$ cat src/rtl/regfile_wb_arbiter.sv
// Writeback arbiter for the register file write port: ALU results take priority,
// long-latency results drain from a small FIFO, and a scoreboard tracks pending long ops.
module regfile_wb_arbiter #(
  parameter int DEPTH        = 4,
  parameter int STARVE_LIMIT = 8
) (
  input  logic        clk,
  input  logic        rst,
  input  logic        alu_valid,
  input  logic [4:0]  alu_rd,
  input  logic [31:0] alu_data,
  input  logic        lng_valid,
  output logic        lng_ready,
  input  logic [4:0]  lng_rd,
  input  logic [31:0] lng_data,
  input  logic        iss_valid,
  input  logic [4:0]  iss_rd,
  input  logic [4:0]  q_ra1,
  input  logic [4:0]  q_ra2,
  output logic        q_busy1,
  output logic        q_busy2,
  output logic        stall_req,
  output logic        sb_err,
  output logic        we,
  output logic [4:0]  wa,
  output logic [31:0] wd
);

  localparam int AW = $clog2(DEPTH);
  localparam int CW = AW + 1;
  localparam int GW = $clog2(STARVE_LIMIT + 1);

  logic [4:0]    fifo_rd   [DEPTH];
  logic [31:0]   fifo_data [DEPTH];
  logic [AW-1:0] wr_ptr;
  logic [AW-1:0] rd_ptr;
  logic [CW-1:0] count;

  logic          full;
  logic          empty;
  logic          push;
  logic          pop;
  logic [4:0]    head_rd;
  logic [31:0]   head_data;

  logic [31:0]   sb;
  logic [31:0]   sb_next;
  logic          sb_err_next;
  logic [GW-1:0] age;
  logic [GW-1:0] age_next;

  assign full      = (count == CW'(DEPTH));
  assign empty     = (count == '0);
  assign lng_ready = !full;
  assign push      = lng_valid && !full;
  assign pop       = !alu_valid && !empty;
  assign head_rd   = fifo_rd[rd_ptr];
  assign head_data = fifo_data[rd_ptr];

  assign q_busy1 = (q_ra1 != 5'd0) && sb[q_ra1];
  assign q_busy2 = (q_ra2 != 5'd0) && sb[q_ra2];

  always_comb begin
    we = 1'b0;
    wa = 5'd0;
    wd = 32'd0;
    if (alu_valid) begin
      we = (alu_rd != 5'd0);
      wa = alu_rd;
      wd = alu_data;
    end else if (!empty) begin
      we = (head_rd != 5'd0);
      wa = head_rd;
      wd = head_data;
    end
  end

  // Clear on pop is applied before set on issue so a same-cycle set wins.
  always_comb begin
    sb_next     = sb;
    sb_err_next = sb_err;
    if (pop) begin
      sb_next[head_rd] = 1'b0;
    end
    if (iss_valid && (iss_rd != 5'd0)) begin
      if (sb[iss_rd]) begin
        sb_err_next = 1'b1;
      end
      sb_next[iss_rd] = 1'b1;
    end
    sb_next[0] = 1'b0;
  end

  always_comb begin
    if (empty || pop) begin
      age_next = '0;
    end else if (age == GW'(STARVE_LIMIT)) begin
      age_next = age;
    end else begin
      age_next = age + 1'b1;
    end
  end

  always_ff @(posedge clk) begin
    if (rst) begin
      wr_ptr    <= '0;
      rd_ptr    <= '0;
      count     <= '0;
      sb        <= '0;
      sb_err    <= 1'b0;
      age       <= '0;
      stall_req <= 1'b0;
    end else begin
      if (push) begin
        wr_ptr <= wr_ptr + 1'b1;
      end
      if (pop) begin
        rd_ptr <= rd_ptr + 1'b1;
      end
      if (push && !pop) begin
        count <= count + 1'b1;
      end else if (pop && !push) begin
        count <= count - 1'b1;
      end
      sb        <= sb_next;
      sb_err    <= sb_err_next;
      age       <= age_next;
      stall_req <= (age_next >= GW'(STARVE_LIMIT));
    end
  end

  // Storage needs no reset; only slots between the pointers are ever read.
  always_ff @(posedge clk) begin
    if (push) begin
      fifo_rd[wr_ptr]   <= lng_rd;
      fifo_data[wr_ptr] <= lng_data;
    end
  end

endmodule

$ cat config.mk
export PLATFORM = sky130hd
export DESIGN_NAME = regfile_wb_arbiter
export DESIGN_NICKNAME = d
export VERILOG_FILES = /design/src/rtl/regfile_wb_arbiter.sv
export SDC_FILE = /design/constraint.sdc
export NUM_CORES = 1
export LEC_CHECK = 0
export BUFFER_PORTS_ARGS = -buffer_cell sky130_fd_sc_hd__clkbuf_2
export CORE_AREA = 2 2 126 128
export DETAILED_ROUTE_END_ITERATION = 6
export DIE_AREA = 0 0 128 130
export PLACE_DENSITY = 0.78
export SKIP_LAST_GASP = 1
export SYNTH_ARGS = -nofsm -noshare
export SYNTH_HDL_FRONTEND = slang
export SYNTH_SLANG_ARGS = --single-unit
$ cat constraint.sdc
create_clock -name clk -period 2.7 [get_ports clk]
set_input_delay 0.27 -clock clk [delete_from_list [all_inputs] [get_ports clk]]
set_output_delay 0.27 -clock clk [all_outputs]
set_load 0.02 [all_outputs]
Word level (Yosys, flattened, before mapping)
Memories as Yosys holds them, arrays and structs flattened. A register that Yosys moved wholly into a read port is not among the register bits.
Cells that the tools add are included.
{ "classes": {"n_addsub": 5, "order_cmp": 7, "eq_ne": 2, "mux": 28, "n_bitwise": 3, "reduce_logical": 23} }
{ "ops": {"columns": ["cell", "n"], "rows": [
  ["$mux 32", 4],
  ["$and 32x32->32", 1],
  ["$not 32->32", 1],
  ["$or 32x32->32", 1],
  ["$reduce_bool 5->1", 5],
  ["$lt 5x6->1 const B", 4],
  ["$bmux 1 s5", 3],
  ["$demux 1 s5", 2],
  ["$ge 5x1->1 const B", 2],
  ["$mux 5", 2],
  ["$logic_and 1x1->1", 9],
  ["$mux 1", 9],
  ["$mux 2", 4],
  ["$mux 4", 2],
  ["$mux 3", 2],
  ["$logic_not 1->1", 5],
  ["$add 2x1->2 const B", 2],
  ["$add 4x1->4 const B", 1],
  ["$eq 4x4->1 const B", 1],
  ["$ge 4x4->1 const B", 1],
  ["$add 3x1->3 const B", 1],
  ["$eq 3x3->1 const B", 1],
  ["$logic_not 3->1", 1],
  ["$sub 3x1->3 const B", 1],
  ["other kinds (3)", 3]
]} }
{ "word_totals": {"register_bits": 45, "ramBits": 148, "inputBits": 94, "output_inout_bits": 43, "wordCells": 78, "mem_count": 2} }
{ "memory_table": {"columns": ["name", "words", "word_bits", "rd", "rd_ports_with_merged_regs", "write_ports", "line_no", "text"], "rows": [
  ["fifo_data", 4, 32, 1, 1, 1, "34", "logic [31:0] fifo_data [DEPTH];"],
  ["fifo_rd", 4, 5, 1, 1, 1, "33", "logic [4:0] fifo_rd [DEPTH];"]
]} }

Depth between registers and ports, before layout
{ "depth": {"word_depth": 9, "ltp_mapped": 10, "depth_no_buf": 9} }

Worst setup path after synthesis
OpenSTA, ideal clock, no wires.
{ "synth_path": {"path_kind": "register to register", "start": "register count[0]", "end": "register count[2]", "setup_ns": 0.070, "arrival_ns": 2.172, "t_required_ns": 2.630, "slack_ns": 0.458, "stages_incl_launch_ff": 11, "n_path_buf": 1, "synth_period_minus_slack_ns": 2.242, "path_cell_list": "dfxtp_1 nor2_1 nand2_1 and2_1 clkbuf_1 ha_1 inv_1 fa_1 xor2_1 or3_1 a21oi_1"} }
{ "synth_via": {"elab_chain_cells": 6, "word_cells_on_any_way": 15, "classes_between": "add/sub: 2; eq/ne: 1; mux: 2; reduce/logical: 10"} }
{ "synth_rtl": {"columns": ["element", "line_no", "text"], "rows": [
  ["start: declaration", "37", "logic [CW-1:0] count;"],
  ["start signal: assignment", "121", "count <= count + 1'b1;"],
  ["start signal: assignment", "123", "count <= count - 1'b1;"],
  ["$eq 3x3->1 (*)", "52", "assign full = (count == CW'(DEPTH));"],
  ["$logic_not 1->1 (*)", null, null],
  ["net lng_ready", "13", "output logic lng_ready,"],
  ["$logic_and 1x1->1 (*)", "55", "assign push = lng_valid && !full;"],
  ["net push", "41", "logic push;"],
  ["$logic_not 1->1", "122", "end else if (pop && !push) begin"],
  ["$logic_and 1x1->1", "122", null],
  ["$reduce_bool 2->1 (no source line)", null, null]
]} }
Mark *: on every way through the listed nets, which the timed path passes. The rest lies on a longest branch. The select of a mux whose other input is x is not followed.
A chain may end at the register's enable or synchronous reset.

==> impl_metrics.json <==
{
  "grt_use_met1_pct": 31.1,
  "rsz0062_at_grt": "no",
  "max_freq_mhz": 387,
  "worst_pin_slew_ns": 0.651,
  "grt_pass1_wl_mm": 30.2,
  "critPathMaxStageDelay_ns": 0.60,
  "grt_max_degree": 43,
  "synth_top_area_cell": "edfxtp_1",
  "startpoint_type": "flip-flop",
  "path_clk_slew_ns": 0.07,
  "cts_buffers": 17,
  "fin_nets": 789,
  "hold_viol": 0,
  "final_common_cell": "edfxtp_1",
  "die_height_um": 130,
  "ctsLongestPathBuffers": 2,
  "cts_sinks": 194,
  "finalCritPeriodShare_pct": 95.6,
  "grt_antenna_before_repair": 0,
  "htreeDepth": 4,
  "cts_tree": "done",
  "drive_above_1_share_pct": 36.6,
  "overflow": 0,
  "path_class": "reg -> out",
  "ys_seq_elements": 194,
  "crit_chain": "mux4_2 > or3_4 > nor3_1 > o21ai_1 > clkbuf_2",
  "hold_path.class": "in -> reg",
  "num_vias": 5512,
  "use_met2_pct": 41.9,
  "path_buf_inv": 1,
  "portBuffers": 136,
  "slew_headroom_pct": 56.5,
  "drt-pass1-iter-count": 5,
  "ir_drop_mv": 0.879,
  "reg2reg_slack_ns": 0.39,
  "drv_cap": 0,
  "slowest_stage": "mux4_2",
  "total_leakage_power_nw": 3.54,
  "top_usage_layer": "met2",
  "setup_violations": 0,
  "die-area_mm2": 0.0166,
  "track_usage_pct": 24.3,
  "crit_cells": 5,
  "route.detailed.drc": 0,
  "syn_to_final_growth_pct": 17.9,
  "dp.cells": 860,
  "post_cts_buffers": 0,
  "ys_warn_count": 0,
  "place.gp.congestion": 0.902,
  "powerDensity_mw_per_mm2": 830,
  "vias_per_cell": 6.17,
  "wl_per_cell_um": 21.8,
  "start_util_pct": 54.8,
  "synth_area_mm2": 0.00845,
  "wl_mm": 19.4,
  "rows": 46,
  "synthDistinctLibCells": 40,
  "post_cts_resized": 0,
  "final_cell_mix": "edfxtp_1 (148), clkbuf_2 (136), mux4_2 (57)",
  "die_x_um": 128,
  "cp.required_ns": 2.43,
  "outcome": "finished clean",
  "min_period_ns": 2.58,
  "hold_buffers": 0,
  "core_mm2": 0.0154,
  "critPathMaxFanout": 8,
  "clk_latency_ns": 0.43,
  "synthCells": 550,
  "cp-end-kind": "primary output",
  "io_pins": 137,
  "avgSynthCellArea_um2": 15.4,
  "whs_path_depth": 1,
  "drt-initial-drc-count": 589,
  "clock_skew_ns": 0.0103,
  "arrival_ns": 2.31,
  "ys_seq_area_share_pct": 63.5,
  "finalNonFillerCells": 893,
  "clock-root-buffer": "clkbuf_16",
  "ys_top_cells_by_area": "edfxtp_1 (53%), mux4_2 (15%), dfxtp_1 (11%)",
  "synthesis.nets": 652,
  "met3_usage_pct": 5.78,
  "synth_top_area_share_pct": 52.6,
  "dp_hpwl_mm": 13.2,
  "ant_nets": 0,
  "r2r_cells": 9,
  "path_delay_family": "multiplexers",
  "drv_slew": 0,
  "grt_pass1_vias": 5639,
  "finalSetupTns_ns": 0
}
[registers in the layout, summed over array words and instances, names as in the netlist, named ones only]
signal / flops
fifo_data: 128
sb: 31
fifo_rd: 20
age: 4
count: 3
rd_ptr: 2
wr_ptr: 2
sb_err: 1
stall_req: 1
[worst paths after layout]
| path | from | endpoint |
|---|---|---|
| setup / recovery | flip-flop | we |
| hold / removal | lng_data[8] | fifo_data[0][8] |
| setup reg to reg | count[0] | count[2] |
| hold reg to reg | sb[24] | sb[24] |
[metal layers]
metal  part of all wire (%)  wire length [µm]
met1                     38              7480
met2                     52             10100
met3                    8.2              1590
met4                    1.7               330
met5                      0                 0
[cell families after synthesis]
logic type | count (synthesis) | share of synthesized area (%)
buffers and inverters | 41 | 2.16
DFF | 194 | 63.5
adders and majority gates | 8 | 1.27
and+or+nand+nor | 103 | 5.78
AOI/OAI and AO/OA | 122 | 9.10
xor gates and xnor gates | 7 | 0.726
muxes | 75 | 17.4
[layout make-up]
type | count | area, µm²
fillers | 1074 | 5470
clock buffers | 18 | 429
repair buffers | 152 | 826
flip-flops and latches | 194 | 5370
clock inverters | 14 | 154
inverters | 7 | 26.3
diodes | 1 | 2.50
well taps | 192 | 240
multi-input cells | 315 | 2910
[report_power, final]
part / total (mW) / switching (mW) / internal [mW]
Clock: 2.47 / 1.09 / 1.38
Sequential: 3.66 / 0.124 / 3.54
Combinational: 2.13 / 1.22 / 0.905
Total: 8.26 / 2.44 / 5.82
[Yosys cell counts]
| library cell | n |
|---|---|
| a21oi_1 | 40 |
| a22o_1 | 37 |
| a22oi_1 | 1 |
| a311oi_1 | 1 |
| and2_1 | 2 |
| and3_1 | 4 |
| buf_1 | 3 |
| buf_2 | 5 |
| buf_4 | 2 |
| buf_6 | 2 |
| clkbuf_1 | 22 |
| dfxtp_1 | 46 |
| edfxtp_1 | 148 |
| fa_1 | 1 |
| ha_1 | 7 |
| inv_1 | 7 |
| mux2_2 | 7 |
| mux2i_1 | 11 |
| mux4_2 | 57 |
| nand2_1 | 43 |
| nand2b_1 | 6 |
| nand3_1 | 4 |
| nand3b_1 | 4 |
| nand4b_1 | 1 |
| nor2_1 | 24 |
| nor2b_1 | 4 |
| nor3_1 | 4 |
| nor4_1 | 1 |
| o211ai_1 | 1 |
| o21ai_0 | 33 |
| o21ai_1 | 5 |
| o21bai_1 | 2 |
| o221ai_1 | 1 |
| o22ai_1 | 1 |
| or3_1 | 2 |
| or3_4 | 2 |
| or3b_2 | 1 |
| or4_1 | 1 |
| xnor2_1 | 3 |
| xor2_1 | 4 |
[worst register-to-register path, stage by stage (launching register included)]
cell and delay, ns:
dfxtp_1 0.36, nor3_1 0.46, nor2_4 0.05, inv_1 0.11
ha_1 0.19, inv_1 0.06, fa_1 0.38, xor2_1 0.18
or3_1 0.30, a21oi_1 0.16
[per-stage QoR]
| step | cell area [µm²] | setup WS [ns] | hold WS, ns | power (mW) | utilization [%] |
|---|---|---|---|---|---|
| detailed placement | 9370 | 0.400 | 0.493 | 5.84 | 60.7 |
| floorplan | 8450 | 0.458 | 0.369 | 5.16 | - |
| global placement | 9370 | 0.453 | 0.480 | 5.75 | 60.7 |
| CTS | 9950 | 0.0977 | 0.0471 | 8.31 | 64.5 |
| finish | 9960 | 0.119 | 0.0618 | 8.26 | 64.5 |
| global route | 9950 | 0.0411 | 0.0531 | 8.58 | 64.5 |
No activity file was read; power rests on OpenSTA's default activity.
